### src/rtl/sub_pkg.sv
// Shared types and constants for the sliced 64-bit subtractor.
// Provides the FSM state enum, datapath width and slice-count helper.
package sub_pkg;

  localparam int DATA_W = 64;

  typedef enum logic [1:0] {
    IDLE = 2'd0,
    RUN  = 2'd1,
    DONE = 2'd2
  } sub_state_t;

  function automatic int nslice(input int w);
    return DATA_W / w;
  endfunction

endpackage

### src/rtl/subtractor_slice.sv
// Combinational SLICE_W-bit slice computing a + ~b + cin.
// Ports: a, b, cin in; d, cout, msb_cin (carry into slice MSB) out.
module subtractor_slice #(
  parameter int SLICE_W = 16
) (
  input  logic [SLICE_W-1:0] a,
  input  logic [SLICE_W-1:0] b,
  input  logic               cin,
  output logic [SLICE_W-1:0] d,
  output logic               cout,
  output logic               msb_cin
);

  logic [SLICE_W:0] sum;

  always_comb begin
    sum = {1'b0, a} + {1'b0, ~b} + {{SLICE_W{1'b0}}, cin};
  end

  assign d    = sum[SLICE_W-1:0];
  assign cout = sum[SLICE_W];
  // carry into the MSB recovered from the MSB sum bit
  assign msb_cin = a[SLICE_W-1] ^ ~b[SLICE_W-1] ^ d[SLICE_W-1];

endmodule

### src/rtl/sequential_subtractor_64.sv
// Multi-cycle 64-bit subtractor: diff = a - b - bin, one slice per clock.
// Ports: clk, rst_n, in_valid/in_ready, a, b, bin, out_valid/out_ready,
// diff, bout; ovf (signed overflow) only when SUB_OVERFLOW_EN is defined.
module sequential_subtractor_64
  import sub_pkg::*;
#(
  parameter int SLICE_W = 16
) (
  input  logic              clk,
  input  logic              rst_n,
  input  logic              in_valid,
  output logic              in_ready,
  input  logic [DATA_W-1:0] a,
  input  logic [DATA_W-1:0] b,
  input  logic              bin,
  output logic              out_valid,
  input  logic              out_ready,
  output logic [DATA_W-1:0] diff,
  output logic              bout
`ifdef SUB_OVERFLOW_EN
  ,
  output logic              ovf
`endif
);

  localparam int NSLICE = nslice(SLICE_W);
  localparam int IDX_W  = (NSLICE > 1) ? $clog2(NSLICE) : 1;

  sub_state_t        state_q, state_d;
  logic [DATA_W-1:0] a_q, a_d;
  logic [DATA_W-1:0] b_q, b_d;
  logic [DATA_W-1:0] diff_q, diff_d;
  logic              carry_q, carry_d;
  logic              bout_q, bout_d;
  logic [IDX_W-1:0]  idx_q, idx_d;

  logic [SLICE_W-1:0] s_a, s_b, s_d;
  logic               s_cout, s_msb_cin;
  logic               last;

  assign s_a  = a_q[int'(idx_q)*SLICE_W +: SLICE_W];
  assign s_b  = b_q[int'(idx_q)*SLICE_W +: SLICE_W];
  assign last = (idx_q == IDX_W'(NSLICE-1));

  subtractor_slice #(
    .SLICE_W(SLICE_W)
  ) u_slice (
    .a      (s_a),
    .b      (s_b),
    .cin    (carry_q),
    .d      (s_d),
    .cout   (s_cout),
    .msb_cin(s_msb_cin)
  );

`ifdef SUB_OVERFLOW_EN
  logic ovf_q, ovf_d;
`else
  logic unused_msb_cin;
  assign unused_msb_cin = s_msb_cin;
`endif

  always_comb begin
    state_d = state_q;
    a_d     = a_q;
    b_d     = b_q;
    diff_d  = diff_q;
    carry_d = carry_q;
    bout_d  = bout_q;
    idx_d   = idx_q;
`ifdef SUB_OVERFLOW_EN
    ovf_d   = ovf_q;
`endif
    unique case (state_q)
      IDLE: begin
        if (in_valid) begin
          a_d     = a;
          b_d     = b;
          // borrow travels as an inverted carry
          carry_d = ~bin;
          idx_d   = '0;
          state_d = RUN;
        end
      end
      RUN: begin
        diff_d[int'(idx_q)*SLICE_W +: SLICE_W] = s_d;
        carry_d = s_cout;
        idx_d   = idx_q + 1'b1;
        if (last) begin
          bout_d  = ~s_cout;
          idx_d   = '0;
          state_d = DONE;
`ifdef SUB_OVERFLOW_EN
          ovf_d   = s_msb_cin ^ s_cout;
`endif
        end
      end
      DONE: begin
        if (out_ready) state_d = IDLE;
      end
      default: state_d = IDLE;
    endcase
  end

  always_ff @(posedge clk or negedge rst_n) begin
    if (!rst_n) begin
      state_q <= IDLE;
      a_q     <= '0;
      b_q     <= '0;
      diff_q  <= '0;
      carry_q <= 1'b0;
      bout_q  <= 1'b0;
      idx_q   <= '0;
    end else begin
      state_q <= state_d;
      a_q     <= a_d;
      b_q     <= b_d;
      diff_q  <= diff_d;
      carry_q <= carry_d;
      bout_q  <= bout_d;
      idx_q   <= idx_d;
    end
  end

`ifdef SUB_OVERFLOW_EN
  always_ff @(posedge clk or negedge rst_n) begin
    if (!rst_n) ovf_q <= 1'b0;
    else        ovf_q <= ovf_d;
  end
  assign ovf = ovf_q;
`endif

  assign in_ready  = (state_q == IDLE);
  assign out_valid = (state_q == DONE);
  assign diff      = diff_q;
  assign bout      = bout_q;

endmodule
### config.mk
export PLATFORM = sky130hd
export DESIGN_NAME = sequential_subtractor_64
export DESIGN_NICKNAME = d
export VERILOG_FILES = /design/src/rtl/sub_pkg.sv /design/src/rtl/subtractor_slice.sv /design/src/rtl/sequential_subtractor_64.sv
export SDC_FILE = /design/constraint.sdc
export NUM_CORES = 1
export LEC_CHECK = 0
export ABC_AREA = 1
export BUFFER_PORTS_ARGS = -buffer_cell sky130_fd_sc_hd__buf_2
export CAP_MARGIN = 20
export CORE_ASPECT_RATIO = 1.25
export CORE_UTILIZATION = 53
export DETAILED_ROUTE_END_ITERATION = 12
export MAX_ROUTING_LAYER = met4
export PLACE_DENSITY = 0.78
export SETUP_SLACK_MARGIN = 0.05
export SLEW_MARGIN = 15
export SYNTH_ARGS = -nofsm -noshare
export SYNTH_HDL_FRONTEND = slang
export SYNTH_SLANG_ARGS = --single-unit
### constraint.sdc
create_clock -name clk -period 5.65 [get_ports clk]
set_clock_uncertainty 0.1 [all_clocks]
set_input_delay 0.2825 -clock clk [delete_from_list [all_inputs] [get_ports clk]]
set_output_delay 0.2825 -clock clk [all_outputs]
set_load 0.02 [all_outputs]
* Word level (Yosys, flattened, before mapping)
Cells that the tools add are included. W data, S select, Z words.
Word-level totals: register bits 198, bits of input ports 133, logic and storage cells 40
Operators by class: add/sub/neg operators 4, eq/ne operators 6, shift operators 4, mux-type cells 10, bitwise logic cells 3, reductions and logical operators 6
Operators with widths (number):
- $shiftx A64 B7 Y16 | 2
- $bwmux W64 | 1
- $shift A16 B33 Y64 const A | 1
- $shiftx A16 B33 Y64 | 1
- $neg A6 Y33 | 1
- $add A16 B16 Y17 | 1
- $add A17 B1 Y17 | 1
- $not A16 Y16 | 1
- $mux W2 | 5
- $pmux W2 S3 | 1
- $reduce_and A2 Y1 | 3
- $eq A2 B2 Y1 const B | 2
- $ne A2 B2 Y1 const B | 2
- $pmux W2 S2 | 1
- $reduce_and A3 Y1 | 1
- $add A2 B1 Y2 const B | 1
- $eq A2 B1 Y1 const B | 1
- $logic_not A2 Y1 | 1
- $ne A2 B1 Y1 const B | 1
- $not A1 Y1 | 2
- $pmux W1 S2 | 1
- $reduce_bool A2 Y1 | 1
- $mux W1 | 1

* Logic depth before layout (Yosys ltp)
depth after elaboration 6, gate-level depth with buffers 17, depth with buffers taken out 15

* By module
Synthesis repeated with hierarchy kept, for this count alone.
Unflattened totals: cells, all modules 1341, area, all modules 10231.1 µm²
Modules (own cells, without submodules):
- sequential_subtractor_64 | times used 1, cells an instance 1132, area each 9157.5 µm²
- subtractor_slice | times used 1, cells an instance 209, area each 1073.5 µm²

* Worst setup path before layout
OpenSTA, ideal clock, no wires.
path type register to register, start point register idx_q[0], end point register diff_q[24], in the netlist diff[24], library setup time 0.066 ns, arrival 2.834 ns, path slack 2.651 ns, cell stages (with the launch flop) 14, path buffers 2, clock period less this slack 2.999 ns, cells stage by stage dfrtp_1 > buf_2 > buf_1 > nand2_1 > a32o_1 > fa_1 > fa_1 > inv_1 > nand3_1 > nand3_1 > a21oi_1 > xnor2_1 > nand4_1 > nand2_1
Between the ends: longest elaborated chain between the ends 6, elaborated cells on any way between the ends 9, classes of those cells 3 x add/sub; 4 x shift; 1 x mux; 1 x bitwise
Ends and longest elaborated chain:
- start: declaration | RTL line sequential_subtractor_64.sv:35 | logic [IDX_W-1:0] idx_q, idx_d;
- start signal: assignment | RTL line sequential_subtractor_64.sv:121 | idx_q <= idx_d;
- $shiftx A64 B7 Y16 | RTL line sequential_subtractor_64.sv:42 | assign s_b = b_q[int'(idx_q)*SLICE_W +: SLICE_W];
- $not A16 Y16 | RTL line subtractor_slice.sv:17 | sum = {1'b0, a} + {1'b0, ~b} + {{SLICE_W{1'b0}}, cin};
- $add A16 B16 Y17 | RTL line subtractor_slice.sv:17
- $add A17 B1 Y17 | RTL line subtractor_slice.sv:17
- $shiftx A16 B33 Y64 | RTL line sequential_subtractor_64.sv:86 | diff_d[int'(idx_q)*SLICE_W +: SLICE_W] = s_d;
- $bwmux W64 * | RTL line sequential_subtractor_64.sv:86
- end signal: assignment | RTL line sequential_subtractor_64.sv:118 | diff_q <= diff_d;
- end: declaration | RTL line sequential_subtractor_64.sv:32 | logic [DATA_W-1:0] diff_q, diff_d;
Every way passes the cells marked *; elsewhere a longest branch is shown, timed or not. A chain may end at the register's enable or synchronous reset.

* Worst setup path in the final report
start point register idx_q[1], end point register diff_q[60], in the netlist diff[60]
The elaborated chain is that of the path after synthesis.

==> key figures <==
Clock network
  – TritonCTS clock tree: built
  – Post-CTS Setup Bufs: 0
  – Clock tree sinks: 198
  – Clk_lat worst skew: 0.44 ns
  – CTS buffer count: 17
  – CTS max path bufs: 2
  – CTS clk-pin slew, worst paths: 0.07 ns
  – Clock root buffer master: clkbuf_16
  – H-tree lvl count: 4
  – CTS-repair resized insts: 0

Final layout
  – Multi-input gate area: 4070 um2
  – Layout cells sized above 1: 16.5%
  – Area Growth Syn to Fin: 31.4%
  – Filler cells: 1,261
  – Register area: 4960 um2
  – Final Non-Filler Cells: 1,740
  – Final nets: 1,658

Global route
  – Vias in the first global route: 9,148
  – Tot GR Track Use: 33.6%
  – Antenna violations before repair: 1
  – Total grt overflow: 0
  – Global-route wire length before repair: 46.0 mm
  – Largest net degree at the start of global routing: 130

Timing
  – Setup TNS: 0 ns
  – Max Clk Rate: 238 MHz
  – Max Slew Vio Count: 0
  – Min Tclk post-route: 4.21 ns
  – Slew @ Worst Pin: 1.05 ns
  – # setup viols final: 0
  – Fin. Hold Viols: 0
  – Period utilization: 74.5%
  – RSZ-0062 raised after global routing: no
  – Relative slew slack: 29.8%

Detailed routing
  – Antenna-violating nets left: 0
  – First DRT Iteration DRCs: 944
  – Residual DRC: 0
  – Via Count: 9,404
  – Vias per cell: 5.40
  – Post-DR wirelength/cell: 16.6 um
  – DRT Pass-1 Iters: 8
  – Final WL: 28.9 mm

Die
  – Placeable core area: 17,500 um2
  – # rows: 54
  – Chip Height: 152 um
  – Ports: 200
  – Initial Util: 54.3%
  – Die width: 122 um
  – Full die area: 18,500 um2

Synthesis
  – Cell Area, Synth: 9500 um2
  – Mux contribution to synthesized area: 0%
  – Seq/Total Area, Yosys: 52.2%
  – Yosys warnings: 0
  – Simple-Gate Fraction of Synth Area: 30.5%
  – Post-synthesis cell count: 1,208
  – Largest family of logic cells by synthesized area: simple AND/OR/NAND/NOR gates
  – Post-synthesis adder-cell area fraction: 3.19%
  – Synth Net Count: 1,364
  – Yosys reg bits: 198
  – XOR/XNOR Fraction of Synth Area: 0.830%
  – Syn Area/Cell: 7.86 um2
  – Compound-Gate Fraction of Synth Area: 8.23%
  – Netlist cell types: 33

Worst setup path
  – Kind of end point of the critical path: register
  – Crit path max fanout: 29
  – CP required: 5.93 ns
  – R2R depth: 13
  – Crit path launch type: register
  – Worst Path Arrival: 4.48 ns
  – Reg2Reg Launch Point: idx_q[1]
  – Worst r2r dst: diff[60]
  – Setup CP Type: reg2reg
  – Worst R2R Setup Slack: 1.44 ns

Placed design
  – PortBufs: 199
  – Placed Instances: 1,577
  – Post-DP HPWL: 17.2 mm
  – Gpl congestion: 0.891

Worst hold path
  – Hold Crit Depth: 3
  – Hold Path Origin: bin
  – Hold Path Sink: carry_q
  – Hold Path Class: in2reg

Flow run
  – Max_cap viols: 0

Pwr
  – VDD IR max: 418 uV
  – Pwr dens: 682 nW/um2
  – Leakage: 0.00685 uW

Run status
  – Status: complete, no violations
-- critical path, cell delays in order, from the launching register on --
cell and delay, ns:
dfrtp_1 0.75, clkinv_1 0.88, a32o_1 0.59, fa_1 0.44, fa_1 0.41, inv_1 0.09, nand3_1 0.07, nand3_1 0.15
nand3_1 0.12, nand3_1 0.11, nand2_1 0.06, nand2_1 0.14, nand4_1 0.11, nand2_1 0.10
-- report_power, final --
group          internal (uW)  switching, uW
registers               2030            381
clock network            711            546
logic                   1570           3270
total                   4310           4200
-- routing by layer --
layer	wire, um	global-route usage, %
met1	11600	41.9
met2	14100	52.9
met4	1440	19.3
met5	0	-
met3	1730	4.15
-- layout by cell type (no fill, tap or decap), types with 4 or more instances in the layout --
cell,synthesis,routed
a32o_1,15,15
o21ai_0,45,45
ha_1,21,21
nor2_1,47,47
nand4_1,19,19
buf_2,33,198
clkbuf_16,0,17
a21oi_1,29,29
a22o_1,6,6
buf_4,0,6
xnor2_1,5,5
xor2_1,4,4
dlygate4sd3_1,0,130
dfrtp_1,198,197
inv_1,55,53
inv_2,3,4
nand3_1,24,24
nor3_1,4,4
nand2_1,627,626
o22ai_1,17,17
o21ai_1,11,11
-- final cells by class --
type                       count  share of cell area (%)
tap                          224                    2.25
inverter                      59                    1.81
clock buffer                  21                    3.61
multi-input combinational    891                    32.6
antenna                        1                  0.0201
clock inverter                11                    1.19
timing repair buffer         335                    18.8
sequential                   198                    39.7
-- per-stage QoR --
stage	worst slack (ns)	power (uW)	hold slack (ns)	util (%)	cell area (um2)
floorplan	2.65	5770	-0.113	-	9500
global placement	1.72	6960	0.199	60.4	10600
detailed placement	1.64	7060	0.198	60.4	10600
CTS	1.57	8410	0.0767	71.3	12500
global route	1.20	9200	0.120	71.3	12500
finish	1.44	8510	0.0909	71.3	12500
-- state kept, by name (all words and copies together) (netlist names) --
name / flops
diff: 64
a_q: 64
b_q: 64
state_q: 2
carry_q: 1
idx_q: 2
bout: 1
-- kinds of logic after synthesis --
logic type               count (synthesis)
AND/OR/NAND/NOR                        730
adder cells (fa/ha/maj)                 23
flip-flops                             198
AO/OA/AOI/OAI                          129
XOR/XNOR                                 9
buffers and inverters                  119
-- timing repair --
action / in CTS / in global routing
endpoints found under the hold margin: 189 / 0
hold buffers: 130 / 0
setup endpoints to repair: 0 / 0
-- worst max-delay path by stage --
stage	start	endpoint	cells after the start
final	idx_q[1]	diff[60]	13
after global routing	idx_q[1]	diff[56]	11
after CTS	idx_q[1]	diff[60]	13
after detailed placement	idx_q[1]	diff[40]	11
after global placement	idx_q[1]	diff[56]	11
after floorplan	idx_q[0]	diff[24]	13
-- synthesized netlist by cell type, drive strengths merged --
| cell | number | area [um2] |
|---|---|---|
| nand3 | 24 | 120 |
| a32o | 15 | 150 |
| nand4 | 19 | 119 |
| inv | 58 | 218 |
| clkbuf | 20 | 75.1 |
| clkinv | 1 | 3.75 |
| buf | 40 | 191 |
| o22ai | 17 | 106 |
| a32oi | 2 | 17.5 |
| a21oi | 29 | 145 |
| or2 | 1 | 6.26 |
| fa | 2 | 40.0 |
| nor3 | 5 | 36.3 |
| ha | 21 | 263 |
| nor2 | 50 | 214 |
| xor2 | 4 | 35.0 |
| o21ai | 56 | 280 |
| o21bai | 1 | 7.51 |
| a22o | 6 | 52.6 |
| dfrtp | 198 | 4950 |
| xnor2 | 5 | 43.8 |
| nor4 | 1 | 21.3 |
| o31ai | 3 | 22.5 |
| nand2 | 630 | 2380 |
(Power assumes the default switching activity.)
